## config.mk

```make
export PLATFORM = sky130hd
export DESIGN_NAME = ibex_fp_rf_write_ctrl
export DESIGN_NICKNAME = d
export VERILOG_FILES = /design/src/rtl/ibex_fp_rf_write_ctrl.sv
export SDC_FILE = /design/constraint.sdc
export NUM_CORES = 1
export LEC_CHECK = 0
export CAP_MARGIN = 20
export CELL_PAD_IN_SITES_DETAIL_PLACEMENT = 1
export CELL_PAD_IN_SITES_GLOBAL_PLACEMENT = 1
export CORE_UTILIZATION = 42
export CTS_BUF_LIST = sky130_fd_sc_hd__clkbuf_8
export CTS_CLUSTER_SIZE = 28
export DETAILED_ROUTE_END_ITERATION = 10
export GPL_TIMING_DRIVEN = 0
export HOLD_SLACK_MARGIN = 0.12
export PLACE_DENSITY_LB_ADDON = 0.1
export SLEW_MARGIN = 20
export SYNTH_ARGS = -nofsm -noshare
export SYNTH_HDL_FRONTEND = slang
export SYNTH_SLANG_ARGS = --single-unit
```

## constraint.sdc

```tcl
create_clock -name clk_i -period 2.5 [get_ports clk_i]
set_input_delay 0.625 -clock clk_i [delete_from_list [all_inputs] [get_ports clk_i]]
set_output_delay 0.625 -clock clk_i [all_outputs]
set_load 0.05 [all_outputs]
```

## src/rtl/ibex_fp_rf_write_ctrl.sv

```systemverilog
// FP register-file write controller: merges FPU and load results into a small FIFO
// drained one write per cycle, with a per-register pending-write scoreboard.
// Define IBEX_FP_RF_WB_ASSERT_EN to compile in the SVA checks.
module ibex_fp_rf_write_ctrl #(
  parameter int unsigned DataWidth = 32,
  parameter int unsigned Depth     = 4
) (
  input  logic                 clk_i,
  input  logic                 rst_i,
  input  logic                 fpu_valid_i,
  output logic                 fpu_ready_o,
  input  logic [4:0]           fpu_waddr_i,
  input  logic [DataWidth-1:0] fpu_wdata_i,
  input  logic                 lsu_valid_i,
  output logic                 lsu_ready_o,
  input  logic [4:0]           lsu_waddr_i,
  input  logic [DataWidth-1:0] lsu_wdata_i,
  input  logic                 rsv_i,
  input  logic [4:0]           rsv_addr_i,
  input  logic [4:0]           raddr_a_i,
  input  logic [4:0]           raddr_b_i,
  input  logic [4:0]           raddr_c_i,
  output logic                 busy_a_o,
  output logic                 busy_b_o,
  output logic                 busy_c_o,
  output logic [4:0]           rf_waddr_o,
  output logic [DataWidth-1:0] rf_wdata_o,
  output logic                 rf_we_o,
  output logic                 empty_o
);

  localparam int unsigned AW = $clog2(Depth);
  localparam int unsigned CW = AW + 1;

  logic [AW-1:0]        wptr_q, wptr_d, rptr_q, rptr_d;
  logic [CW-1:0]        count_q, count_d;
  logic [4:0]           addr_mem [Depth];
  logic [DataWidth-1:0] data_mem [Depth];
  logic [31:1]          sb_q, sb_d;
  logic [31:0]          sb_vec, sb_n;

  logic       full, pop, push, lsu_acc, fpu_acc;
  logic [4:0] push_addr;
  logic [DataWidth-1:0] push_data;

  // Handshake: a result transfers on a cycle where valid && ready; ready depends
  // only on the registered occupancy and (for the FPU) the load's priority claim.
  assign full        = (count_q == CW'(Depth));
  assign lsu_ready_o = !full;
  assign fpu_ready_o = !full && !lsu_valid_i;
  assign lsu_acc     = lsu_valid_i && lsu_ready_o;
  assign fpu_acc     = fpu_valid_i && fpu_ready_o;
  assign push_addr   = lsu_acc ? lsu_waddr_i : fpu_waddr_i;
  assign push_data   = lsu_acc ? lsu_wdata_i : fpu_wdata_i;
  // Results for x0 complete the handshake but never reach the FIFO.
  assign push        = (lsu_acc || fpu_acc) && (push_addr != 5'd0);

  // The register file never back-pressures, so the head pops whenever present.
  assign empty_o    = (count_q == '0);
  assign pop        = !empty_o;
  assign rf_we_o    = pop;
  assign rf_waddr_o = addr_mem[rptr_q];
  assign rf_wdata_o = data_mem[rptr_q];

  always_comb begin
    wptr_d  = wptr_q;
    rptr_d  = rptr_q;
    count_d = count_q;
    if (push) wptr_d = wptr_q + AW'(1);
    if (pop)  rptr_d = rptr_q + AW'(1);
    case ({push, pop})
      2'b10:   count_d = count_q + CW'(1);
      2'b01:   count_d = count_q - CW'(1);
      default: count_d = count_q;
    endcase
  end

  assign sb_vec = {sb_q, 1'b0};

  // Clear first, then set, so a same-cycle reservation wins over the write.
  always_comb begin
    sb_n = sb_vec;
    if (rf_we_o) sb_n[rf_waddr_o] = 1'b0;
    if (rsv_i)   sb_n[rsv_addr_i] = 1'b1;
    sb_n[0] = 1'b0;
    sb_d    = sb_n[31:1];
  end

  assign busy_a_o = sb_vec[raddr_a_i];
  assign busy_b_o = sb_vec[raddr_b_i];
  assign busy_c_o = sb_vec[raddr_c_i];

  always_ff @(posedge clk_i or posedge rst_i) begin
    if (rst_i) begin
      wptr_q  <= '0;
      rptr_q  <= '0;
      count_q <= '0;
      sb_q    <= '0;
    end else begin
      wptr_q  <= wptr_d;
      rptr_q  <= rptr_d;
      count_q <= count_d;
      sb_q    <= sb_d;
    end
  end

  always_ff @(posedge clk_i) begin
    if (push) begin
      addr_mem[wptr_q] <= push_addr;
      data_mem[wptr_q] <= push_data;
    end
  end

`ifdef IBEX_FP_RF_WB_ASSERT_EN
  a_depth_pow2: assert property (@(posedge clk_i)
    (Depth >= 2) && ((Depth & (Depth - 1)) == 0));
  a_rsv_not_busy: assert property (@(posedge clk_i) disable iff (rst_i)
    rsv_i |-> (!sb_vec[rsv_addr_i] || (rf_we_o && rf_waddr_o == rsv_addr_i)));
  a_no_push_full: assert property (@(posedge clk_i) disable iff (rst_i)
    full |-> !push);
  a_count_max: assert property (@(posedge clk_i) disable iff (rst_i)
    count_q <= CW'(Depth));
  a_no_x0_write: assert property (@(posedge clk_i) disable iff (rst_i)
    rf_we_o |-> (rf_waddr_o != 5'd0));
`endif

endmodule

```

# Word-level counts from Yosys, hierarchy flattened
# Memories as Yosys holds them, arrays and structs flattened.
# Cells that the tools add are included.
classes:
  eq_ne: 3
  addsub: 4
  n_reduce_logical: 13
  n_lt_le_gt_ge: 7
  bitwise: 3
  muxes: 17
ops:
  columns: ["operator", "count"]
  rows:
  - ["32-bit two-way mux", 3]
  - ["32-bit AND", 1]
  - ["32-bit NOT", 1]
  - ["32-bit bitwise OR", 1]
  - ["5-bit by 6-bit < comparator with 1-bit output, second input constant", 5]
  - ["1-bit binary-select mux with 5-bit select", 3]
  - ["1-bit demux with 5-bit select", 2]
  - ["5-bit by 1-bit greater-or-equal comparator with 1-bit output, second input constant", 2]
  - ["1-bit two-way mux", 7]
  - ["1-bit logical AND", 6]
  - ["3-bit case mux with 2 select lines", 1]
  - ["5-bit two-way mux", 1]
  - ["5-bit nonzero test", 1]
  - ["2-bit by 1-bit adder with 2-bit output, second input constant", 2]
  - ["3-bit by 1-bit adder with 3-bit output, second input constant", 1]
  - ["3-bit equality test, second input constant", 1]
  - ["1-bit logical NOT", 3]
  - ["3-bit logical NOT", 1]
  - ["3-bit by 1-bit subtractor with 3-bit output, second input constant", 1]
  - ["2-bit by 1-bit equality test with 1-bit output, second input constant", 1]
  - ["2-bit equality test, second input constant", 1]
  - ["2-bit nonzero test", 1]
  - ["1-bit logical OR", 1]
word_totals:
  in_bits: 99
  mem_count: 2
  elab_cells: 53
  mem_bits_rw: 148
  ff_bits: 38
memory_table:
  columns: ["memory", "depth", "word_bits", "read_ports", "rd_ports_with_merged_regs", "write_ports", "line", "rtl"]
  rows:
  - ["data_mem", 4, 32, 1, 0, 1, "38", "logic [DataWidth-1:0] data_mem [Depth];"]
  - ["addr_mem", 4, 5, 1, 0, 1, "37", "logic [4:0] addr_mem [Depth];"]

# Depth between registers and ports, before layout
# An unclocked memory read counts as a cell.
logic_depth:
  ltp_word: 10
  ltp_mapped: 10
  depth_no_buf: 10

# Worst setup path after synthesis
# Ideal clock, no wire load.
synth_timing:
  path_kind: "in2out"
  from: "input port raddr_a_i[1]"
  to: "output port busy_a_o"
  n_path_buf: 1
  required_ps: 1875
  arrival_ps: 2133
  stages: 5
  path_slack_ps: -258
  cell_sequence: "clkbuf_1 -> mux4_2 -> o32ai_1 -> a31oi_1 -> and3_1"
synth_between:
  elab_chain_len: 2
synth_rtl:
  columns: ["element", "line", "rtl"]
  rows:
  - ["start, declared", "20", "input logic [4:0] raddr_a_i,"]
  - ["1-bit binary-select mux with 5-bit select", "89", "assign busy_a_o = sb_vec[raddr_a_i];"]
  - ["1-bit two-way mux (implied by the code)", "89", null]
  - ["end, declared", "23", "output logic busy_a_o,"]
# No other way between the ends. The select of a mux whose other input is x is not followed.

# Final worst setup path
layout_timing:
  from: "register rptr_q[0]"
  to: "output port rf_wdata_o[18]"
layout_between:
  elab_chain_len: 1
layout_rtl:
  columns: ["element", "line", "rtl"]
  rows:
  - ["start, declared", "35", "logic [AW-1:0] wptr_q, wptr_d, rptr_q, rptr_d;"]
  - ["start signal, assigned", "101", "rptr_q <= rptr_d;"]
  - ["memory 4 x 32 bit", null, null]
  - ["end, declared", "27", "output logic [DataWidth-1:0] rf_wdata_o,"]
# No other way between the ends.

==> out/metrics.yaml <==
run_status:
  outcome: "finished with violations"
  violations: "negative setup slack"
setup_path:
  cp.required_ps: 1880
  crit_chain: "buf_6 -> buf_12 -> buf_12 -> mux4_2 -> buf_6"
  cp.arrival_ps: 2030
  worst_setup_path_start_kind: "register"
  reg2regPathDepth: 8
  slowest_stage: "mux4_2"
  r2r_start: "rptr_q[0]"
  crit_type: "reg -> out"
  max_stage_delay_ps: 540
  startpoint: "rptr_q[0]"
  critPathCaptureType: "output pin"
  critical_path.max_fanout: 8
power_and_ir_drop:
  switching_share: 0.4105
  p_comb_frac: 0.531
  p_leak_nw: 3.946
  seqPwrFrac: 0.330
  power.switching_w: 0.006152
  ir_drop_v: 0.0006890
  p_clk_frac: 0.139
  intPower_w: 0.008836
  powerDensity_mw_per_mm2: 1320
finish:
  fillers: 1775
  fin_util: 0.5759
  area_delta_synth_final_pct: 32.30
  drive_gt1_frac: 0.3784
  nNetsFinal: 787
  multi_input_area_mm2: 0.003164
  postLayoutCellArea_mm2: 0.01136
  seqCellArea_mm2: 0.005396
  layout_common_cells: "148 x edfxtp_1, 79 x clkdlybuf4s50_1, 56 x mux4_2"
  layout.cells.most_common: "edfxtp_1"
  antenna_cells: 0
sta:
  rsz0062_at_grt: "true"
  slew_viol_final: 0
  skew_ps: 20.69
  setup_violations: 37
  hold_viol: 0
  tightest_slew_ps: 778.4
  timing.fmax_mhz: 376.3
  fin_crit_ps: 2657
  worst_slew_margin_rel: 0.4791
  period_share: 1.063
  holdWs_ps: 332.7
  setup_ws_ps: -157.4
synthesis:
  synth-async-reset-ratio: 0.2043
  synth_area_mm2: 0.008583
  syn_area_per_cell_um2: 17.34
  ys_types: 45
  synth_edf_count: 148
  ys_seq_elements: 186
  syn-num-nets: 600
  ys_seq_area_frac: 0.6286
  yosys_most_used_dff: "edfxtp_1"
  synthCells: 495
  yosys_warnings: 0
clock_tree:
  htree_levels: 4
  cts_tree: "yes"
  path_clk_slew_ps: 120
  numCtsBuffers: 17
  cts-root-buf: "clkbuf_8"
  clockBufferDepth: 2
  hold_buffers: 0
  cts_sinks: 186
  insertion_delay_ps: 490
placement:
  dp_hpwl_um: 14090
  place.gp.congestion: 0.8261
  dpl_cell_area_mm2: 0.01033
  io_buffers: 136
die:
  fp.dieW_um: 145.0
  io_pins: 143
  initial_utilization: 0.4353
  die_y_um: 145.0
  num_rows: 51
  core-area_mm2: 0.01972
  die_area_mm2: 0.02101
flow_run:
  drv_cap: 0
global_routing:
  track_usage: 0.2079
  first_global_vias: 5876
  grt_max_degree: 38
  antenna_found_initial: 0
  grt-ovfl-total: 0
  grt_pass1_wl_um: 32950
detailed_routing:
  wl_per_cell_um: 22.00
  dr.pass1.iters: 4
  postRouteAntennaNets: 0
  drt_wl_total_um: 21120
  drtIter0Drc: 198
  drc_errors: 0
  num_vias: 5337
  viasPerCell: 5.559
hold_path:
  hold_path_class: "in -> async"
==> Yosys cell counts, types with 5 or more instances <==
library cell / n / area, µm²
a221o_1: 24 / 240.2
mux2_2: 43 / 484.2
o21ai_0: 5 / 25.02
clkbuf_1: 13 / 48.80
inv_1: 11 / 41.29
mux2i_1: 8 / 80.08
dfrtp_1: 38 / 950.9
and2_0: 10 / 62.56
and3_1: 5 / 31.28
edfxtp_1: 148 / 4444
a21o_1: 5 / 37.54
nor2_1: 14 / 52.55
ha_1: 5 / 62.56
and2_1: 16 / 100.1
mux4_2: 56 / 1261
nor3b_1: 7 / 52.55
a22o_1: 5 / 43.79
buf_2: 5 / 25.02
nand2_1: 15 / 56.30
nand2b_1: 8 / 50.05
==> state kept, by name, summed over array words and instances (netlist names) <==
register / cells
addr_mem: 20
count_q: 3
data_mem: 128
rptr_q: 2
sb_q: 31
wptr_q: 2
==> power by group through the flow <==
stage                     logic [W]  registers [W]  clock network [W]
after global placement      0.00680        0.00495                  0
after global routing        0.00840        0.00504            0.00222
after detailed placement    0.00689        0.00503                  0
final                       0.00796        0.00495            0.00208
after CTS                   0.00753        0.00495            0.00213
after floorplan             0.00485        0.00484                  0
==> final cells by class <==
cell class,instances,share of cell area
Multi-Input combinational cell,273,0.2786
Sequential cell,186,0.4752
Inverter,11,0.003636
Timing Repair Buffer,170,0.1568
Clock inverter,15,0.01653
Clock buffer,17,0.02060
Tap cell,265,0.02920
Buffer,23,0.01939
==> metrics by stage <==
| stage | setup slack, ps | total power, W | instances | setup TNS, ps |
|---|---|---|---|---|
| 6_report | -157.4 | 0.01499 | 960 | -4232 |
| 5_1_grt | -257.6 | 0.01566 | 960 | -6707 |
| 4_1_cts | -241.4 | 0.01460 | 942 | -5581 |
| 3_5_place_dp | -1123 | 0.01192 | 897 | -182690 |
| 3_3_place_gp | -1087 | 0.01175 | 896 | -169770 |
| 2_1_floorplan | -157.7 | 0.009689 | 495 | -157.7 |
==> final timing paths <==
| path | to | slack (ps) |
|---|---|---|
| min in group clk_i | count_q[2] | 500 |
| worst max register to register | sb_q[10] | 70 |
| worst max-delay path | rf_wdata_o[18] | -160 |
| worst min-delay path | count_q[0] | 330 |
| max in group asynchronous | rptr_q[1] | 1740 |
| worst min register to register | count_q[2] | 500 |
==> layer usage <==
layer  GRT usage  vias up  part of all wire
met5           0        -                 0
met4     0.09309        0             0.029
met3     0.04748       39             0.053
met2      0.3546      150              0.51
met1      0.2516     2755              0.41
li1            -     2393                 -
==> what timing repair did <==
item                       CTS  global route
cloned                       1             3
gates resized for setup    359            44
setup buffers               13            17
setup endpoints to repair  313           148
pin swaps                    5             9
==> critical path: cells and delay by family (launching register included) <==
kind | cells | cell delay, ps
buf+inv | 4 | 620
mux | 1 | 540
flops | 1 | 390
==> kinds of logic after synthesis <==
family,Yosys count,synth area share
xor+xnor,6,0.006122
flops,186,0.6286
compound gates,60,0.05889
simple gates,94,0.06502
mux,107,0.2127
buf+inv,36,0.01910
fa+ha+maj,6,0.009621
Note: power is estimated with default switching activity, not from simulation.
